$ cat src/rtl/wb_pkg.sv
// Shared encodings for the writeback stage: result-source select and load size.
package wb_pkg;

  typedef enum logic [1:0] {
    SRC_ALU  = 2'b00,
    SRC_MEM  = 2'b01,
    SRC_LINK = 2'b10,
    SRC_IMM  = 2'b11
  } src_sel_e;

  typedef enum logic [1:0] {
    SZ_BYTE  = 2'b00,
    SZ_HALF  = 2'b01,
    SZ_WORD  = 2'b10,
    SZ_DWORD = 2'b11
  } ld_size_e;

  // Width of the byte offset within one register-file word.
  function automatic int off_w(input int data_w);
    return $clog2(data_w / 8);
  endfunction

endpackage

$ cat src/rtl/load_align.sv
// Little-endian load extraction, sign/zero extension and misalignment detect.
module load_align
  import wb_pkg::*;
#(
  parameter int DATA_W = 32,
  parameter int OFF_W  = off_w(DATA_W)
) (
  input  logic [DATA_W-1:0] data,
  input  logic [OFF_W-1:0]  offset,
  input  logic [1:0]        ld_size,
  input  logic              ld_unsigned,
  output logic [DATA_W-1:0] ext_data,
  output logic              misalign
);

  logic [DATA_W-1:0] shifted;
  logic [DATA_W-1:0] mask;
  logic              sign;
  ld_size_e          size;

  // NOTE: every signal written here gets a default first, so no path leaves one unassigned and no latch is inferred.
  always_comb begin
    size     = ld_size_e'(ld_size);
    shifted  = data >> {offset, 3'b000};
    mask     = '1;
    sign     = 1'b0;
    misalign = 1'b0;

    // A 32-bit register file has no dword loads; they behave as words.
    if (DATA_W == 32 && size == SZ_DWORD) size = SZ_WORD;

    case (size)
      SZ_BYTE: begin
        mask = DATA_W'(8'hFF);
        sign = shifted[7];
      end
      SZ_HALF: begin
        mask     = DATA_W'(16'hFFFF);
        sign     = shifted[15];
        misalign = offset[0];
      end
      SZ_WORD: begin
        mask     = DATA_W'(32'hFFFF_FFFF);
        sign     = shifted[31];
        misalign = |offset[1:0];
      end
      default: begin
        mask     = '1;
        sign     = shifted[DATA_W-1];
        misalign = |offset;
      end
    endcase

    ext_data = (shifted & mask) | ((sign && !ld_unsigned) ? ~mask : '0);
  end

endmodule

$ cat src/rtl/writeback_stage.sv
// Writeback pipeline register: result select, load alignment, write gating and retire count.
module writeback_stage
  import wb_pkg::*;
#(
  parameter int DATA_W  = 32,
  parameter int RADDR_W = 5,
  parameter int CNT_W   = 32
) (
  input  logic               clk,
  input  logic               rst,
  input  logic               in_valid,
  input  logic               stall,
  input  logic               flush,
  input  logic [1:0]         src_sel,
  input  logic [1:0]         ld_size,
  input  logic               ld_unsigned,
  input  logic               reg_write,
  input  logic [RADDR_W-1:0] waddr_in,
  input  logic [DATA_W-1:0]  alu_result,
  input  logic [DATA_W-1:0]  read_data_mem,
  input  logic [DATA_W-1:0]  pc_adder,
  input  logic [DATA_W-1:0]  imm_value,
  output logic [DATA_W-1:0]  wb_data,
  output logic [RADDR_W-1:0] wb_addr,
  output logic               wb_we,
  output logic               misalign,
  output logic [CNT_W-1:0]   retire_cnt
);

  localparam int OFF_W = off_w(DATA_W);

  logic [DATA_W-1:0] load_data;
  logic              load_misalign;
  logic [DATA_W-1:0] sel_data;
  logic              sel_misalign;
  logic              sel_we;

  load_align #(
    .DATA_W (DATA_W),
    .OFF_W  (OFF_W)
  ) u_load_align (
    .data        (read_data_mem),
    .offset      (alu_result[OFF_W-1:0]),
    .ld_size     (ld_size),
    .ld_unsigned (ld_unsigned),
    .ext_data    (load_data),
    .misalign    (load_misalign)
  );

  always_comb begin
    sel_data     = alu_result;
    sel_misalign = 1'b0;
    case (src_sel_e'(src_sel))
      SRC_MEM: begin
        sel_data     = load_data;
        sel_misalign = load_misalign;
      end
      SRC_LINK: sel_data = pc_adder;
      SRC_IMM:  sel_data = imm_value;
      default:  sel_data = alu_result;
    endcase
    // Register 0 is hard-wired; a misaligned load is reported but never written.
    sel_we = in_valid && reg_write && (|waddr_in) && !sel_misalign;
  end

  // NOTE: state registers use non-blocking assignments so every flop samples pre-edge values.
  always_ff @(posedge clk) begin
    if (!rst) begin
      wb_data    <= '0;
      wb_addr    <= '0;
      wb_we      <= 1'b0;
      misalign   <= 1'b0;
      retire_cnt <= '0;
    end else if (flush) begin
      wb_we    <= 1'b0;
      misalign <= 1'b0;
    end else if (!stall) begin
      wb_data  <= sel_data;
      wb_addr  <= waddr_in;
      wb_we    <= sel_we;
      misalign <= in_valid && sel_misalign;
      if (in_valid) retire_cnt <= retire_cnt + CNT_W'(1);
    end
  end

endmodule

$ cat config.mk
export PLATFORM = sky130hd
export DESIGN_NAME = writeback_stage
export DESIGN_NICKNAME = d
export VERILOG_FILES = /design/src/rtl/wb_pkg.sv /design/src/rtl/load_align.sv /design/src/rtl/writeback_stage.sv
export SDC_FILE = /design/constraint.sdc
export NUM_CORES = 1
export LEC_CHECK = 0
export ABC_AREA = 1
export ABC_CLOCK_PERIOD_IN_PS = 1900
export BUFFER_PORTS_ARGS = -buffer_cell sky130_fd_sc_hd__buf_2
export CORE_ASPECT_RATIO = 1.25
export CORE_MARGIN = 2
export CORE_UTILIZATION = 38
export DETAILED_ROUTE_END_ITERATION = 16
export PLACE_DENSITY = 0.66
export SYNTH_ARGS = -nofsm -noshare
export SYNTH_HDL_FRONTEND = slang
export SYNTH_SLANG_ARGS = --single-unit
$ cat constraint.sdc
create_clock -name clk -period 1.9 [get_ports clk]
set_clock_uncertainty 0.15 [all_clocks]
set_input_delay 0.38 -clock clk [delete_from_list [all_inputs] [get_ports clk]]
set_output_delay 0.38 -clock clk [all_outputs]
set_load 0.02 [all_outputs]
Word-level counts from Yosys, hierarchy flattened:

Cells that the tools add are included.

* bits in registers: 71

* shifts and indexed selects: 1
* add/subtract/negate cells: 1
* bitwise gates (word level): 6
* reductions and logical operators: 13
* mux-type cells: 7
* eq/ne operators: 5

Operator list (number)
* 32-bit one-hot mux with 3 select lines: 1
* 32-bit one-hot mux with 2 select lines: 1
* 32-bit by 1-bit adder with 32-bit output, second input constant: 1
* 32-bit bitwise AND: 1
* 32-bit two-way mux: 1
* 32-bit inverter: 1
* 32-bit OR: 1
* 32-bit by 5-bit >> shifter with 32-bit output: 1
* 2-bit == test, second input constant: 3
* 1-bit logical AND: 5
* 5-bit OR reduction: 1
* 2-bit by 1-bit == test with 1-bit output, second input constant: 2
* 1-bit one-hot mux with 2 select lines: 2
* 2-bit OR reduction: 2
* 1-bit inverter: 3
* 3-bit AND reduction: 1
* 1-bit zero test: 2
* 2-bit zero test: 1
* 2-bit two-way mux: 1
* 2-bit AND reduction: 1
* 1-bit two-way mux: 1

Depth between registers and ports, before layout:

Gate-level depths: netlist (run 1).

* depth in word-level cells: 8
* gate-level depth with buffers: 13
* gate-level depth less buffers: 11

By module:

Synthesis (run 1) repeated with hierarchy kept, for this count alone.

* cells, all modules: 760
* area total of the unflattened synthesis: 4634.4 sq um

Modules (own cells, without submodules)
* writeback_stage: cells an instance 586, times used 1, sequential area each 1421.4 sq um, area an instance 3856.2 sq um
* load_align: cells an instance 174, times used 1, sequential area each 0.0 sq um, area an instance 778.2 sq um

Worst setup path after synthesis (run 1):

OpenSTA, ideal clock, no wires.

* path type: register to register
* from: reg retire_cnt[0]
* to: reg retire_cnt[18]
* setup slack: -9 ps
* buffers on the path: 0
* arrival time: 1632 ps
* cell stages (with the launch flop): 11
* setup time: 128 ps
* data required time: 1622 ps
* cells stage by stage: dfxtp_1 ha_1 nand3_2 nor2_4 nand2_2 nor2_4 nand4_1 nor2_1 nand2_1 nand2_1 nor2_1

* longest elaborated chain between the ends: 1

RTL lines
* start: declaration: line writeback_stage.sv:27 `output logic [CNT_W-1:0] retire_cnt`
* start signal: assignment: line writeback_stage.sv:82 `if (in_valid) retire_cnt <= retire_cnt + CNT_W'(1);`
* 32-bit by 1-bit adder with 32-bit output: line writeback_stage.sv:82

No other way between the ends.
A chain may end at the register's enable or synchronous reset.

Final worst setup path (run 1):

* from: reg retire_cnt[3]
* to: reg retire_cnt[23]

Same word-level chain as after synthesis.

==> results.md, run 1 <==
- Compound-Gate Fraction of Synth Area: 0.169
- Cell Count, Final, Fillers Out: 1235
- F_max: 562 MHz
- Fin crit period: 1.78 ns
- Final HPWL DP: 15300 um
- Sink Count: between 70 and 80
- CP Capture Type: flop
- Slew @ Worst Pin: 0.440 ns
- Number of global-route vias before repair: between 5000 and 6000
- Pwr dens: roughly 650 nW/um2
- EDFF count, synth: 0
- Asr flop ratio synth: 0
- Post-Synthesis Cells: 819
- HP Start: waddr_in[0]
- Critical setup path kind: flop to flop
- Worst reg2reg endpoint: retire_cnt[23]
- WHS Endpoint: wb_addr[0]
- Worst-case reg-to-reg path depth: 7
- Synthesized area: between 4000 and 5000 um2
- Synth Register Bits: 71
- Slew Limit Fails: 0
- FF/Latch Area: 1420 um2
- Die height: 131 um
- Clock root buffer: clkbuf_16
- Via density: just over 5
- Chip Width: 105 um
- Flop2flop setup slack: 0.12 ns
- Post-Synth Simple-Gate Area: 0.436
- Gr busiest metal: met2
- Dpl cells: 1217
- Number of port buffers: around 210
- Starting DRC count in detailed routing: 427
- RR Startpoint: retire_cnt[3]
- CP max FO: 6
- # IOs: 215
- Maximum vdd drop: 0.354 mV
- Largest family of logic cells by synthesized area: simple AND/OR/NAND/NOR gates
- Footprint of the multi-input gates: 3040 um2
- First-pass GRT wire length: ~30000 um
- Setup-failing EPs final: 0
- Maximum root-to-sink buffer count: 2
- Synth-to-layout area growth: 40.8%
- WL/cell: 15.4 um
- M2 GR Usage: 0.490
- Overflow after GRT: 0
- Clock latency at the later pin of the worst-skew pair: ~0.34 ns
- Nets@finish: between 1000 and 1500
- Met3 Usage GRT: 0.0521
- Largest net degree at the start of global routing: 42
- Row Count: 46
- Gr usage total: 0.274
- Filler cell count: 1346
- CTS tree: built
- Share of layout cells above drive strength 1: 0.315
- Hold Path Class: primary input to flop
- Hold depth: 3
- Slew headroom: 0.707
- Synth cell count leaders: nand2_1, nor2_1, dfxtp_1, a21oi_1, inv_1
- Worst-path clk slew: 0.06 ns
- LEAKAGE: about 3.3 nW
- Synth Warn #: 0
- Die area: 13800 um2
- Initial antenna violation count: 2
- Final hold slack: approximately 0.13 ns
- Post-CTS Setup Bufs: 0
- Post-DRT Antenna Nets: 0
- RD Place Congestion: roughly 0.96
- Residual DRC count: 0
- Cell taking the most area after synthesis: dfxtp_1
- Cell variety after synth: 38
- Top FF cell, synth: dfxtp_1
- Clock H-tree levels: 3
- Core area: between 10000 and 15000 um2
- Worst Path Arrival: 1.84 ns
- Mux contribution to synthesized area: 0
- Max Cap Violations: 0
- DR vias: 6340
- Startpoint types: flop
- Drt pass-1 iters: 5
- Sequential element share of the synthesized area: 0.291
- Num CTS Buffers: 9
- Final Hold Viols: 0
- Count leader, synth: nand2_1
- Top-area cell type share of the netlist area: 0.291
- Synthesized net count: 964
- Worst EP required: 1.96 ns
- Post-Synth Adder-Cell Area: 0.00256
- Ranking of synthesized cells by area: dfxtp_1, nand2_1, nor2_1, a21oi_1, nand3_1
- Starting Density: 0.388
- Final Util: 0.545
- Routed wire length: 19100 um
- Outcome: completed
- Routing usage on met1: 0.317
- RSZ-0062 raised after global routing: yes
- Mean Syn Cell Area: 5.96 um2
- Xor/xnor cell area share of the yosys netlist: 0.00717
- Period utilization: 0.937
==> where the power goes <==
part	total, mW	internal, mW	leakage (nW)	switching [mW]
combinational	0.894	0.374	2.53	0.520
sequential	1.56	1.54	0.577	0.0218
clock	2.00	1.31	0.168	0.686
total	4.45	3.22	3.28	1.23
==> stage by stage <==
stage          power, mW  area, um2  worst slack, ns  setup TNS (ns)
6_report            4.45       6880            0.120               0
5_1_grt             4.63       6880         -0.00423        -0.00423
4_1_cts             4.46       6840            0.127               0
3_5_place_dp        2.48       6490          -0.0745          -0.794
3_3_place_gp        2.48       6490          -0.0692          -0.911
2_1_floorplan       2.05       4890           0.0242               0
==> timing repair <==
action / 4_1_cts / 5_1_grt
endpoints found under the setup margin: 0 / 5
gates resized for setup: 0 / 6
hold buffers: 0 / 0
==> cell families (layout without fill, tap and decap cells) <==
logic type | count (synthesis) | after routing
xor+xnor | 4 | 4
simple gates | 497 | 497
compound gates | 140 | 140
buf+inv | 106 | 352
other cells | 0 | 2
fa+ha+maj | 1 | 1
flops | 71 | 71
==> placed cells by master, fill, tap and decap left out, types with 3 or more instances in the layout <==
master     count
a21oi_1       65
a221oi_1      22
buf_12         8
buf_2        214
buf_4         50
bufinv_16      3
clkbuf_16      9
dfxtp_1       71
inv_1         55
inv_2          7
nand2_1      277
nand2_2        6
nand3_1       53
nand3b_1       4
nand4_1       11
nor2_1       106
nor2_2         7
nor2_4         3
nor3_1         9
nor3_2         6
o211ai_1       9
o21ai_0       32
o21ai_1        6
or2_2          8
xor2_1         4
==> area by class of cell <==
cell class	instances	area share
multi-input cells	642	0.442
repair buffers	272	0.234
flip-flops and latches	71	0.207
inverters	64	0.0357
clock buffers	10	0.0348
well taps	168	0.0306
clock inverters	6	0.0157
diodes	2	0.000728
==> worst max-delay path, cell delays in order (launching register included) <==
cell and delay [ns]:
dfxtp_1 0.46, nand2_1 0.17, nor3_4 0.22, nand4_2 0.19, nor2_4 0.19, nand3_2 0.08
xor2_1 0.14, nor2_1 0.06
==> worst max-delay path by stage <==
stage / from / endpoint / slack, ns / depth (start not counted)
3_3_place_gp: alu_result[0] / wb_data[27] / -0.07 / 12
3_5_place_dp: alu_result[0] / wb_data[17] / -0.07 / 12
5_1_grt: retire_cnt[3] / retire_cnt[23] / -0.004 / 7
6_report: retire_cnt[3] / retire_cnt[23] / 0.12 / 7
2_1_floorplan: retire_cnt[0] / retire_cnt[18] / 0.02 / 10
4_1_cts: retire_cnt[1] / retire_cnt[18] / 0.13 / 10
==> registers in the layout (all words and copies together) (netlist names) <==
signal and flops:
wb_addr 5, retire_cnt 32, wb_data 32, wb_we 1
misalign 1
==> per-layer routing <==
| metal | vias up | routed length [um] |
|---|---|---|
| met2 | 256 | 9760 |
| met3 | 41 | 1200 |
| met4 | 0 | 688 |
| met1 | 2884 | 7410 |
| met5 | - | 0 |
| li1 | 3159 | - |
(Power assumes the default switching activity.)
==> run 2, diff against run 1 <==
--- a/config.mk
+++ b/config.mk
@@ -5,14 +5,13 @@
 export SDC_FILE = /design/constraint.sdc
 export NUM_CORES = 1
 export LEC_CHECK = 0
-export ABC_AREA = 1
 export ABC_CLOCK_PERIOD_IN_PS = 1900
 export BUFFER_PORTS_ARGS = -buffer_cell sky130_fd_sc_hd__buf_2
-export CORE_ASPECT_RATIO = 1.25
+export CORE_ASPECT_RATIO = 1.75
 export CORE_MARGIN = 2
 export CORE_UTILIZATION = 38
 export DETAILED_ROUTE_END_ITERATION = 16
-export PLACE_DENSITY = 0.66
+export PLACE_DENSITY = 0.69
 export SYNTH_ARGS = -nofsm -noshare
 export SYNTH_HDL_FRONTEND = slang
 export SYNTH_SLANG_ARGS = --single-unit
==> run 2 against run 1 <==
Global-route usage fell by 2.9 points. Hold slack improved by 0.014 ns. Flip-flop and latch count did not move. Critical path type unchanged.
==> results.md, run 2 <==
- Starting Density: 0.385 (was 0.388)
- Critical setup path kind: flop to flop (unchanged)
- Slew headroom: 0.604 (was 0.707)
- # IOs: 215 (unchanged)
- RR Startpoint: retire_cnt[1] (was retire_cnt[3])
- Sink Count: 71 (unchanged)
- Die height: 144 um (was 131 um)
- Worst-case reg-to-reg path depth: 6 (was 7)
- Synth cell count leaders: dfxtp_1, a21oi_1, nand2_1, and2_1, clkbuf_1 (was nand2_1, nor2_1, dfxtp_1, a21oi_1, inv_1)
- Flop2flop setup slack: 0.02 ns (was 0.12 ns)
- Number of port buffers: 214 (unchanged)
- Hold Path Class: primary input to flop (unchanged)
- LEAKAGE: 3.00 nW (was 3.28 nW)
- F_max: 531 MHz (was 562 MHz)
- CP max FO: 4 (was 6)
- Starting DRC count in detailed routing: 142 (was 427)
- Biggest regs: retire_cnt: 32 flops, wb_data: 32 flops, wb_addr: 5 flops (unchanged)
- Synth Warn #: 0 (unchanged)
- Synth Register Bits: 71 (unchanged)
- Count leader, synth: dfxtp_1 (was nand2_1)
- Post-Synthesis Cells: 521 (was 819)
- DR vias: 4949 (was 6340)
- WHS Endpoint: wb_addr[3] (was wb_addr[0])
- Synthesized net count: 666 (was 964)
- Final Hold Viols: 0 (unchanged)
- Post-DRT Antenna Nets: 0 (unchanged)
- Crit. Startpoint: retire_cnt[1] (was retire_cnt[3])
- Most frequent cells in the layout: buf_2, dfxtp_1, buf_4 (was nand2_1, buf_2, nor2_1)
- Share of layout cells above drive strength 1: 0.405 (was 0.315)
- Worst Path Arrival: 2.00 ns (was 1.84 ns)
- Num CTS Buffers: 9 (unchanged)
- HP Start: waddr_in[3] (was waddr_in[0])
- Drt pass-1 iters: 4 (was 5)
- Chip Width: 84.0 um (was 105 um)
- Nets@finish: 905 (was 1205)
- Final hold slack: 0.149 ns (was 0.134 ns)
- Worst EP required: 2.02 ns (was 1.96 ns)
- Most common cell after layout, fill and taps aside: buf_2 (was nand2_1)
- Gr usage total: 0.245 (was 0.274)
- Cell variety after synth: 44 (was 38)
- CTS tree: built (unchanged)
- Top-area cell type share of the netlist area: 0.334 (was 0.291)
- RD Place Congestion: 0.960 (was 0.962)
- Outcome: completed (unchanged)
- Overflow after GRT: 0 (unchanged)
- Dpl ws: -0.168 ns (was -0.0745 ns)
- Final Util: 0.557 (was 0.545)
- Synth-to-layout area growth: 44.4% (was 40.8%)
- Diodes inserted: 0 (was 2)
- Sequential element share of the synthesized area: 0.334 (was 0.291)
- Die area: 12100 um2 (was 13800 um2)
- Mean Syn Cell Area: 8.17 um2 (was 5.96 um2)
- CP Capture Type: flop (unchanged)
- Core area: 11000 um2 (was 12600 um2)
- Largest net degree at the start of global routing: 34 (was 42)
- Setup-failing EPs final: 0 (unchanged)
- Clock H-tree levels: 3 (unchanged)
- Dpl cells: 878 (was 1217)
- Number of global-route vias before repair: 4832 (was 5971)
- Final HPWL DP: 12500 um (was 15300 um)
- Clock root buffer: clkbuf_16 (unchanged)
- Max Cap Violations: 0 (unchanged)
- Pwr dens: 669 nW/um2 (was 647 nW/um2)
- Routed wire length: 15600 um (was 19100 um)
- First-pass GRT wire length: 23300 um (was 29600 um)
- Slew Limit Fails: 0 (unchanged)
- Row Count: 51 (was 46)
- Period utilization: 0.992 (was 0.937)
- DP Area: 5770 um2 (was 6490 um2)
- Residual DRC count: 0 (unchanged)
- Cell Count, Final, Fillers Out: 897 (was 1235)
- Synthesized area: 4250 um2 (was 4880 um2)
- Slew @ Worst Pin: 0.595 ns (was 0.440 ns)
- Worst reg2reg endpoint: retire_cnt[28] (was retire_cnt[23])
- Cell taking the most area after synthesis: dfxtp_1 (unchanged)
- Top FF cell, synth: dfxtp_1 (unchanged)
- WL/cell: 17.4 um (was 15.4 um)
- EDFF count, synth: 0 (unchanged)
- Fin crit period: 1.88 ns (was 1.78 ns)
- Startpoint types: flop (unchanged)
- Worst setup margin: 0.0159 ns (was 0.120 ns)
- Maximum root-to-sink buffer count: 2 (unchanged)
- Clock latency at the later pin of the worst-skew pair: 0.34 ns (about the same)
- Hold depth: 3 (unchanged)
- RSZ-0062 raised after global routing: yes (unchanged)
- Maximum vdd drop: 0.446 mV (was 0.354 mV)
- Via density: 5.52 (was 5.13)
- Worst-path clk slew: 0.06 ns (about the same)
- Final design area excluding fillers: 6140 um2 (was 6880 um2)
- Asr flop ratio synth: 0 (unchanged)
- Ranking of synthesized cells by area: dfxtp_1, mux2i_1, a21oi_1, and2_1, xnor2_1 (was dfxtp_1, nand2_1, nor2_1, a21oi_1, nand3_1)
- Initial antenna violation count: 0 (was 2)
run 2: cell families after synthesis:
kind of cell	Yosys count	synth area share
adders and majority gates	1	0.00294
DFF	71	0.334
xor gates and xnor gates	29	0.0597
and+or+nand+nor	171	0.231
muxes	30	0.0738
buffers and inverters	61	0.0579
AOI/OAI and AO/OA	158	0.241
run 2: how the worst max path moves through the flow:
stage                          end
floorplan           retire_cnt[30]
global placement        wb_data[6]
detailed placement  retire_cnt[28]
CTS                 retire_cnt[28]
global route        retire_cnt[30]
finish              retire_cnt[28]
run 2: layer usage:
layer | track usage | share of wire
met1 | 0.240 | 0.35
met2 | 0.467 | 0.54
met3 | 0.0580 | 0.065
met4 | 0.134 | 0.043
met5 | 0 | 0
run 2: layout make-up:
cell class / instances / area (um2)
clock inverters: 4 / 51.3
multi-input cells: 389 / 2630
flip-flops and latches: 71 / 1430
well taps: 132 / 165
inverters: 18 / 67.6
clock buffers: 12 / 267
fillers: 1072 / 4900
repair buffers: 271 / 1530
run 2: stage by stage:
stage / TNS [ns] / power (mW)
CTS: 0 / 4.14
detailed placement: -2.36 / 2.34
global route: -0.432 / 4.26
finish: 0 / 4.11
global placement: -1.33 / 2.33
floorplan: -0.0824 / 1.97
run 2: critical path, stage by stage (launching register included):
cell	delay, ns
dfxtp_4	0.35
ha_4	0.14
nand4bb_4	0.12
nor4_4	0.38
nand3_2	0.17
or3_1	0.34
a21boi_1	0.16
run 2: repair_timing:
action                                  in CTS  in global routing
cloned                                       0                  1
resized for setup                            0                  9
endpoints found under the setup margin       3                 16
buffers inserted                             0                  2
pin swaps                                    1                 10
hold buffers                                 0                  0
run 2: power by group:
| group | total, mW | leakage (nW) | switching [mW] | internal [mW] |
|---|---|---|---|---|
| Combinational | 0.751 | 2.27 | 0.413 | 0.338 |
| Sequential | 1.56 | 0.580 | 0.0272 | 1.54 |
| Clock | 1.79 | 0.155 | 0.667 | 1.13 |
